==> src/rtl/rgb_led_pkg.sv <==
// Shared mode encodings and the triangle-wave helper
// for the RGB LED pattern driver.
package rgb_led_pkg;

  localparam logic [1:0] MODE_OFF     = 2'd0;
  localparam logic [1:0] MODE_SOLID   = 2'd1;
  localparam logic [1:0] MODE_BLINK   = 2'd2;
  localparam logic [1:0] MODE_BREATHE = 2'd3;

  localparam int MAX_BITS = 16;

  // Low bits count up while the bit just above them is 0, down while it is 1.
  function automatic logic [MAX_BITS-1:0] tri_wave(
    input logic [MAX_BITS:0] ph,
    input int unsigned       bits
  );
    logic [MAX_BITS-1:0] mask;
    logic [MAX_BITS-1:0] lo;
    logic                down;
    mask = MAX_BITS'((32'd1 << bits) - 32'd1);
    lo   = ph[MAX_BITS-1:0] & mask;
    down = ((ph >> bits) & (MAX_BITS+1)'(1)) != '0;
    return down ? (~lo & mask) : lo;
  endfunction

endpackage

==> src/rtl/pwm_channel.sv <==
// One registered PWM comparator output.
// High while the shared counter is below the level.
module pwm_channel #(
  parameter int PWM_BITS = 8
) (
  input  logic                clk,
  input  logic                rst_n,
  input  logic [PWM_BITS-1:0] pwm_cnt,
  input  logic [PWM_BITS-1:0] eff_level,
  output logic                out
);

  always_ff @(posedge clk or negedge rst_n) begin
    if (!rst_n) begin
      out <= 1'b0;
    end else begin
      out <= pwm_cnt < eff_level;
    end
  end

endmodule

==> src/rtl/rgb_led_pattern.sv <==
// Multi-LED RGB pattern driver: off / solid / blink / breathe
// with PWM brightness and evenly offset phases per LED.
module rgb_led_pattern
  import rgb_led_pkg::*;
#(
  parameter int NUM_LEDS = 2,
  parameter int PWM_BITS = 8,
  parameter int STEP_DIV = 390
) (
  input  logic                clk,
  input  logic                rst_n,
  input  logic [1:0]          mode,
  input  logic [PWM_BITS-1:0] level_r,
  input  logic [PWM_BITS-1:0] level_g,
  input  logic [PWM_BITS-1:0] level_b,
  output logic [NUM_LEDS-1:0] led_r,
  output logic [NUM_LEDS-1:0] led_g,
  output logic [NUM_LEDS-1:0] led_b,
  output logic                period_start
);

  localparam int PH_BITS  = PWM_BITS + 1;
  localparam int DIV_BITS = $clog2(STEP_DIV);
  localparam int OFS      = (2 ** PH_BITS) / NUM_LEDS;

  localparam logic [PWM_BITS-1:0] PWM_MAX = '1;
  localparam logic [DIV_BITS-1:0] DIV_MAX =
    DIV_BITS'(STEP_DIV - 1);

  logic [PWM_BITS-1:0] pwm_cnt;
  logic [DIV_BITS-1:0] div_cnt;
  logic [PH_BITS-1:0]  phase;
  logic [PH_BITS-1:0]  phase_lat;
  logic [1:0]          mode_lat;
  logic [PWM_BITS-1:0] lvl_r;
  logic [PWM_BITS-1:0] lvl_g;
  logic [PWM_BITS-1:0] lvl_b;
  logic                step;
  logic                wrap;

  assign step = div_cnt == DIV_MAX;
  assign wrap = pwm_cnt == PWM_MAX;

  // Pattern state is latched at the period boundary so a period
  // never changes shape part-way through.
  always_ff @(posedge clk or negedge rst_n) begin
    if (!rst_n) begin
      pwm_cnt      <= '0;
      div_cnt      <= '0;
      phase        <= '0;
      phase_lat    <= '0;
      mode_lat     <= MODE_OFF;
      lvl_r        <= '0;
      lvl_g        <= '0;
      lvl_b        <= '0;
      period_start <= 1'b0;
    end else begin
      pwm_cnt      <= pwm_cnt + 1'b1;
      div_cnt      <= step ? '0 : div_cnt + 1'b1;
      period_start <= pwm_cnt == '0;
      if (step) begin
        phase <= phase + 1'b1;
      end
      if (wrap) begin
        mode_lat  <= mode;
        lvl_r     <= level_r;
        lvl_g     <= level_g;
        lvl_b     <= level_b;
        phase_lat <= phase;
      end
    end
  end

  function automatic logic [PWM_BITS-1:0] eff_level(
    input logic [1:0]          m,
    input logic [PWM_BITS-1:0] lvl,
    input logic                down,
    input logic [PWM_BITS-1:0] tri_v
  );
    logic [2*PWM_BITS-1:0] prod;
    logic [PWM_BITS-1:0]   res;
    prod = {{PWM_BITS{1'b0}}, lvl} * {{PWM_BITS{1'b0}}, tri_v};
    res  = '0;
    case (m)
      MODE_SOLID:   res = lvl;
      MODE_BLINK:   res = down ? '0 : lvl;
      MODE_BREATHE: res = prod[2*PWM_BITS-1:PWM_BITS];
      default:      res = '0;
    endcase
    return res;
  endfunction

  for (genvar k = 0; k < NUM_LEDS; k++) begin : g_led
    localparam logic [PH_BITS-1:0] K_OFS =
      PH_BITS'(k * OFS);

    logic [PH_BITS-1:0]  ph;
    logic [PWM_BITS-1:0] tri_v;
    logic [PWM_BITS-1:0] eff_r;
    logic [PWM_BITS-1:0] eff_g;
    logic [PWM_BITS-1:0] eff_b;

    assign ph    = phase_lat + K_OFS;
    assign tri_v = PWM_BITS'(
      tri_wave((MAX_BITS+1)'(ph), PWM_BITS));

    assign eff_r = eff_level(mode_lat, lvl_r, ph[PH_BITS-1], tri_v);
    assign eff_g = eff_level(mode_lat, lvl_g, ph[PH_BITS-1], tri_v);
    assign eff_b = eff_level(mode_lat, lvl_b, ph[PH_BITS-1], tri_v);

    pwm_channel #(.PWM_BITS(PWM_BITS)) u_r (
      .clk       (clk),
      .rst_n     (rst_n),
      .pwm_cnt   (pwm_cnt),
      .eff_level (eff_r),
      .out       (led_r[k])
    );

    pwm_channel #(.PWM_BITS(PWM_BITS)) u_g (
      .clk       (clk),
      .rst_n     (rst_n),
      .pwm_cnt   (pwm_cnt),
      .eff_level (eff_g),
      .out       (led_g[k])
    );

    pwm_channel #(.PWM_BITS(PWM_BITS)) u_b (
      .clk       (clk),
      .rst_n     (rst_n),
      .pwm_cnt   (pwm_cnt),
      .eff_level (eff_b),
      .out       (led_b[k])
    );
  end

endmodule
==> config.mk <==
export PLATFORM = sky130hd
export DESIGN_NAME = rgb_led_pattern
export DESIGN_NICKNAME = d
export VERILOG_FILES = /design/src/rtl/rgb_led_pkg.sv /design/src/rtl/pwm_channel.sv /design/src/rtl/rgb_led_pattern.sv
export SDC_FILE = /design/constraint.sdc
export NUM_CORES = 1
export LEC_CHECK = 0
export CAP_MARGIN = 5
export CORE_ASPECT_RATIO = 0.6
export CORE_MARGIN = 2
export CORE_UTILIZATION = 55
export DETAILED_ROUTE_END_ITERATION = 7
export HOLD_SLACK_MARGIN = 0.15
export PLACE_DENSITY = 0.79
export SYNTH_ARGS = -nofsm -noshare
export SYNTH_HDL_FRONTEND = slang
export SYNTH_SLANG_ARGS = --single-unit
==> constraint.sdc <==
create_clock -name clk -period 11.5 [get_ports clk]
set_input_delay 2.3 -clock clk [delete_from_list [all_inputs] [get_ports clk]]
set_output_delay 2.3 -clock clk [all_outputs]
set_load 0.1 [all_outputs]
## Yosys cells after proc, flatten, opt, wreduce, memory -nomap -nowiden

Index checks and enable logic that the tools add are counted.

| storage, ports and cells | value |
|---|---|
| bits in registers | 68 |
| output and inout port bits | 7 |

| operators by class | value |
|---|---|
| equal/unequal tests | 5 |
| add/subtract/negate cells | 4 |
| multiply operators | 6 |
| magnitude comparators | 6 |
| reductions and logical operators | 1 |
| bitwise logic cells | 2 |
| multiplexer cells | 15 |

Operator list:

| operator | number |
|---|---|
| 8-bit one-hot mux with 3 select lines | 6 |
| 8-bit by 8-bit multiplier with 16-bit output | 6 |
| 8-bit 2-to-1 mux | 8 |
| 8-bit < comparator | 6 |
| 9-bit by 1-bit adder with 9-bit output (second input constant) | 2 |
| 8-bit NOT | 2 |
| 9-bit adder (second input constant) | 1 |
| 9-bit equality test (second input constant) | 1 |
| 9-bit 2-to-1 mux | 1 |
| 8-bit by 1-bit adder with 8-bit output (second input constant) | 1 |
| 8-bit equality test (second input constant) | 1 |
| 8-bit zero test | 1 |
| 2-bit equality test (second input constant) | 2 |
| 2-bit by 1-bit equality test with 1-bit output (second input constant) | 1 |

## Longest topological paths before layout

| depth | value |
|---|---|
| word-level depth | 6 |
| gate-level depth with buffers | 26 |
| depth with buffers taken out | 24 |

## Hierarchy

A second synthesis with hierarchy kept.

| unflattened totals | value |
|---|---|
| cells, all modules | 1836 |
| area total of the unflattened synthesis | 16240.6 sq um |

By module, submodules not included:

| module | sequential area each (sq um) | area an instance (sq um) | cells an instance | instances |
|---|---|---|---|---|
| rgb_led_pattern | 1551.5 | 15031.9 | 1680 | 1 |
| pwm_channel | 25.0 | 201.4 | 26 | 6 |

## Worst setup path after synthesis

Ideal clock, no wire load.

| timing | value |
|---|---|
| path type | reg2reg |
| start point | register phase_lat[8] |
| end point | register g_led[1].u_b.out |
| stages on the path, launching flop included | 25 |
| path buffers | 3 |
| path slack | 5217 ps |
| data arrival time | 6201 ps |
| period minus slack after synthesis | 6283 ps |
| path through | dfrtp_1 -> buf_2 -> buf_2 -> xnor2_1 -> clkbuf_1 -> nand2_1 -> fa_1 -> fa_1 -> inv_1 -> fa_1 -> inv_1 -> fa_1 -> inv_1 -> ha_1 -> nand4b_1 -> a2111oi_2 -> a211oi_2 -> nor2_1 -> or3_1 -> a211o_1 -> a32oi_1 -> ha_1 -> a21o_1 -> a221o_1 -> a31oi_1 |

| on the way | value |
|---|---|
| cells in the longest elaborated chain, start to end | 5 |

Ends and longest elaborated chain:

| what | RTL line | source |
|---|---|---|
| start: declaration | rgb_led_pattern.sv:33 | `logic [PH_BITS-1:0] phase_lat;` |
| start signal: assignment | rgb_led_pattern.sv:69 | `phase_lat <= phase;` |
| 9-bit adder (*) | rgb_led_pattern.sv:103 | `assign ph = phase_lat + K_OFS;` |
| 8-bit 2-to-1 mux | rgb_led_pkg.sv:23 | `return down ? (~lo & mask) : lo;` |
| 8-bit by 8-bit multiplier with 16-bit output | rgb_led_pattern.sv:82 | `prod = {{PWM_BITS{1'b0}}, lvl} * {{PWM_BITS{1'b0}}, tri_v};` |
| 8-bit one-hot mux with 3 select lines (*) | rgb_led_pattern.sv:84 | `case (m)` |
| 8-bit < comparator (*) | pwm_channel.sv:17 | `out <= pwm_cnt < eff_level;` |
| end signal: assignment | pwm_channel.sv:17 |  |
| end: declaration | pwm_channel.sv:10 | `output logic out` |

Every way passes the cells marked *; elsewhere a longest branch is shown, timed or not.
A chain may end at the register's enable or synchronous reset.

## Final worst setup path

Same ends and word-level chain as after synthesis.

==> load_flow_metrics.sql <==
INSERT INTO impl_metrics (metric_group, metric, value, unit) VALUES
('status', 'status', 'finished, final reports clean', ''),
('cells_and_area', 'final.fill_count', '2398', ''),
('synth', 'ys_ff_latch', '68', ''),
('cts', 'ctsHoldBuffers', '0', ''),
('grt', 'grt_overflow_total', '0', ''),
('setup_path', 'endpoint_kind', 'flip-flop', ''),
('setup_path', 'cp_slowest_cell', 'sky130_fd_sc_hd__xnor2_2', ''),
('drt', 'dr_wl_met2', '17.5', 'mm'),
('cells_and_area', 'antenna-diode-count', '0', ''),
('drt', 'avgRoutedWirePerCell', '18.6', 'um'),
('setup_path', 'worst_setup_path_start_kind', 'flip-flop', ''),
('setup_path', 'timing.critical_path.buf_inv', '4', ''),
('grt', 'antenna_found_initial', '1', ''),
('die', 'die_area', '30200', 'um2'),
('drt', 'top_layer', 'met5', ''),
('pwr', 'clock_power_share', '58.2', '%'),
('drt', 'wire_length_on_met3', '3.49', 'mm'),
('synth', 'synthArstFlopShare', '100', '%'),
('cts', 'worst_skew_pair_latency', '0.37', 'ns'),
('drt', 'route.detailed.vias_per_inst', '5.68', ''),
('synth', 'postSynthCellCount', '1704', ''),
('drt', 'first_pass_iteration_count_of_the_detailed_router', '5', ''),
('grt', 'grt_pass1_wl', '65.6', 'mm'),
('cts', 'numCtsBuffers', '9', ''),
('pwr', 'ir_drop', '0.0665', 'mV'),
('setup_path', 'path_max_fanout', '24', ''),
('timing', 'worst_slew_margin_rel', '25.6', '%'),
('cells_and_area', 'final_net_count', '2168', ''),
('cts', 'tritoncts_num_sinks', '68', ''),
('timing', 'slew_viol_final', '0', ''),
('setup_path', 'timing.setup.critical_path_class', 'reg -> reg', ''),
('setup_path', 'slowest_delay', '0.89', 'ns'),
('pwr', 'internal-power', '0.000480', 'W'),
('cts', 'cts_max_path_buffers', '2', ''),
('timing', 'clock.fmax', '139', 'MHz'),
('pwr', 'seq_power_share', '39.5', '%'),
('cells_and_area', 'drive_above_1_share', '6.22', '%'),
('timing', 'post-route-min-period', '7.17', 'ns'),
('cts', 'post_cts_gate_resize_count', '0', ''),
('setup_path', 'cpMostUsedCell', 'sky130_fd_sc_hd__fa_1', ''),
('synth', 'ys.flop_type', 'sky130_fd_sc_hd__dfrtp_1', ''),
('timing', 'finClkSkew', '0.0146', 'ns'),
('synth', 'synth_cell_type_count', '72', ''),
('grt', 'first_global_vias', '13000', ''),
('setup_path', 'crit_arrival', '7.45', 'ns'),
('cells_and_area', 'final_util', '59.0', '%'),
('drt', 'drt-initial-drc-count', '663', ''),
('cts', 'postCtsSetupBuffers', '0', ''),
('min_path', 'min-delay-start', 'phase[8]', ''),
('min_path', 'hold_path_class', 'reg -> reg', ''),
('setup_path', 'cpLargestDelayFamily', 'adder cells', ''),
('cts', 'ctsHtreeMaxLevel', '3', ''),
('timing', 'grt_setup_unrepaired', 'false', ''),
('pwr', 'switching_power_share_of_the_total', '20.7', '%'),
('grt', 'largest_net_degree_at_the_start_of_global_routing', '69', ''),
('drt', 'drt_antenna_net_count', '0', ''),
('drt', 'drt-total-wl', '38.5', 'mm'),
('synth', 'syn-cell-area', '15800', 'um2'),
('timing', 'setup_viol_count_final', '0', ''),
('drt', 'via_count', '11700', ''),
('die', 'die_y', '135', 'um'),
('setup_path', 'crit_required', '11.78', 'ns'),
('timing', 'layout_worst_path_cycle_share', '62.4', '%'),
('synth', 'synth_sequential_area_ratio', '10.8', '%'),
('die', 'area_of_the_core_region', '28500', 'um2'),
('timing', 'finalHoldViolations', '0', ''),
('pwr', 'power.static_leakage', '9.18', 'nW'),
('die', 'fp-row-count', '48', ''),
('cts', 'path_clk_slew', '0.06', 'ns'),
('cells_and_area', 'ff_latch_area', '1700', 'um2'),
('setup_path', 'worstSetupStartpoint', 'phase_lat[8]', '');
## power by group through the flow
stage                     Clock (W)  Sequential [W]  Combinational [W]
final                      0.000352        0.000239          0.0000143
after global routing       0.000368        0.000239          0.0000158
after CTS                  0.000358        0.000239          0.0000147
after detailed placement          0        0.000244          0.0000147
after global placement            0        0.000244          0.0000144
after floorplan                   0        0.000244       0.0000000825
## final cells by class
type | count | area share, %
Timing Repair Buffer | 52 | 2.81
Clock inverter | 6 | 0.817
Clock buffer | 9 | 1.34
Tap cell | 375 | 2.79
Inverter | 284 | 6.33
Sequential cell | 68 | 10.1
Multi-Input combinational cell | 1270 | 75.8
## layout by cell type (no fill, tap or decap), types with 8 or more instances in the layout
cell and n:
sky130_fd_sc_hd__a22oi_1 26, sky130_fd_sc_hd__clkdlybuf4s50_1 33, sky130_fd_sc_hd__ha_1 245, sky130_fd_sc_hd__and3_1 11, sky130_fd_sc_hd__a211oi_1 9, sky130_fd_sc_hd__xnor2_1 33, sky130_fd_sc_hd__nor2_1 31, sky130_fd_sc_hd__and2_1 311
sky130_fd_sc_hd__a21o_1 22, sky130_fd_sc_hd__fa_1 210, sky130_fd_sc_hd__dfrtp_1 68, sky130_fd_sc_hd__inv_1 284, sky130_fd_sc_hd__nand3_1 25, sky130_fd_sc_hd__buf_4 19, sky130_fd_sc_hd__or3_1 10, sky130_fd_sc_hd__clkbuf_16 9
sky130_fd_sc_hd__mux2_2 37, sky130_fd_sc_hd__nand4_1 8, sky130_fd_sc_hd__xor2_1 31, sky130_fd_sc_hd__o21ai_0 12, sky130_fd_sc_hd__o21ai_1 8, sky130_fd_sc_hd__nand2_1 90, sky130_fd_sc_hd__a32oi_1 9, sky130_fd_sc_hd__a21oi_1 34
## routing by layer
metal | global-route usage, % | vias to the layer above
met5 | 1.77 | -
met4 | 5.78 | 2
met3 | 7.66 | 57
met2 | 46.0 | 360
met1 | 36.0 | 5855
li1 | - | 5445
## final timing paths
| kind | cells past startpoint | slack, ns | endpoint |
|---|---|---|---|
| worst max-delay path | 22 | 4.33 | g_led[1].u_b.out |
| worst min-delay path | 1 | 0.48 | phase[8] |
| worst max register to register | 22 | 4.33 | g_led[1].u_b.out |
| worst min register to register | 1 | 0.48 | phase[8] |
| max in group asynchronous | 1 | 8.77 | lvl_r[5] |
| min in group asynchronous | 1 | 2.10 | lvl_b[4] |
## per-stage QoR
stage	total power (W)	std cells	worst slack (ns)	area [um2]	hold slack (ns)
floorplan	0.000244	1704	5.22	15800	0.436
global placement	0.000258	2049	4.61	16500	0.454
detailed placement	0.000258	2049	4.36	16500	0.471
CTS	0.000612	2064	4.34	16800	0.481
global route	0.000623	2064	3.92	16800	0.501
finish	0.000606	2064	4.33	16800	0.482
## kinds of logic (layout without fill, tap and decap cells)
group	count (synthesis)	in the layout	synth area share, %
XOR/XNOR	71	71	3.93
buffers and inverters	366	351	8.90
AND/OR/NAND/NOR	522	522	18.8
multiplexers	38	38	2.70
adder cells (fa/ha/maj)	455	455	46.0
AO/OA/AOI/OAI	184	184	8.94
flip-flops	68	68	10.8
## state kept, by name, indices dropped and copies added, names as in the netlist, 2 cells and up
name           cells
div_cnt            9
g_led.u_b.out      2
g_led.u_g.out      2
g_led.u_r.out      2
lvl_b              8
lvl_g              8
lvl_r              8
mode_lat           2
phase              9
phase_lat          9
pwm_cnt            8
## synthesized netlist by cell type (all sizes together) (3+ instances only)
cell	count	share of area [%]
and2	312	12
inv	284	6.7
ha	245	19
fa	210	27
nand2	90	2.1
clkbuf	68	1.6
dfrtp	68	11
xnor2	38	2.1
a21oi	37	1.3
mux2	37	2.6
xor2	33	1.8
nor2	31	0.74
a22oi	26	1.2
nand3	25	0.79
a21o	24	1.2
o21ai	21	0.69
buf	14	0.55
a211oi	13	0.74
and3	11	0.44
or3	11	0.47
a32oi	9	0.50
nand4	8	0.32
nor3	7	0.22
o21a	7	0.33
a2111oi	6	0.46
a211o	6	0.33
a31oi	5	0.29
and4	5	0.28
nand4b	4	0.22
nor2b	4	0.16
o211ai	4	0.19
o31a	4	0.22
a32o	3	0.19
nand3b	3	0.14
nor4	3	0.12
o2111ai	3	0.21
o41ai	3	0.21
Power figures use the tool's default switching activity.
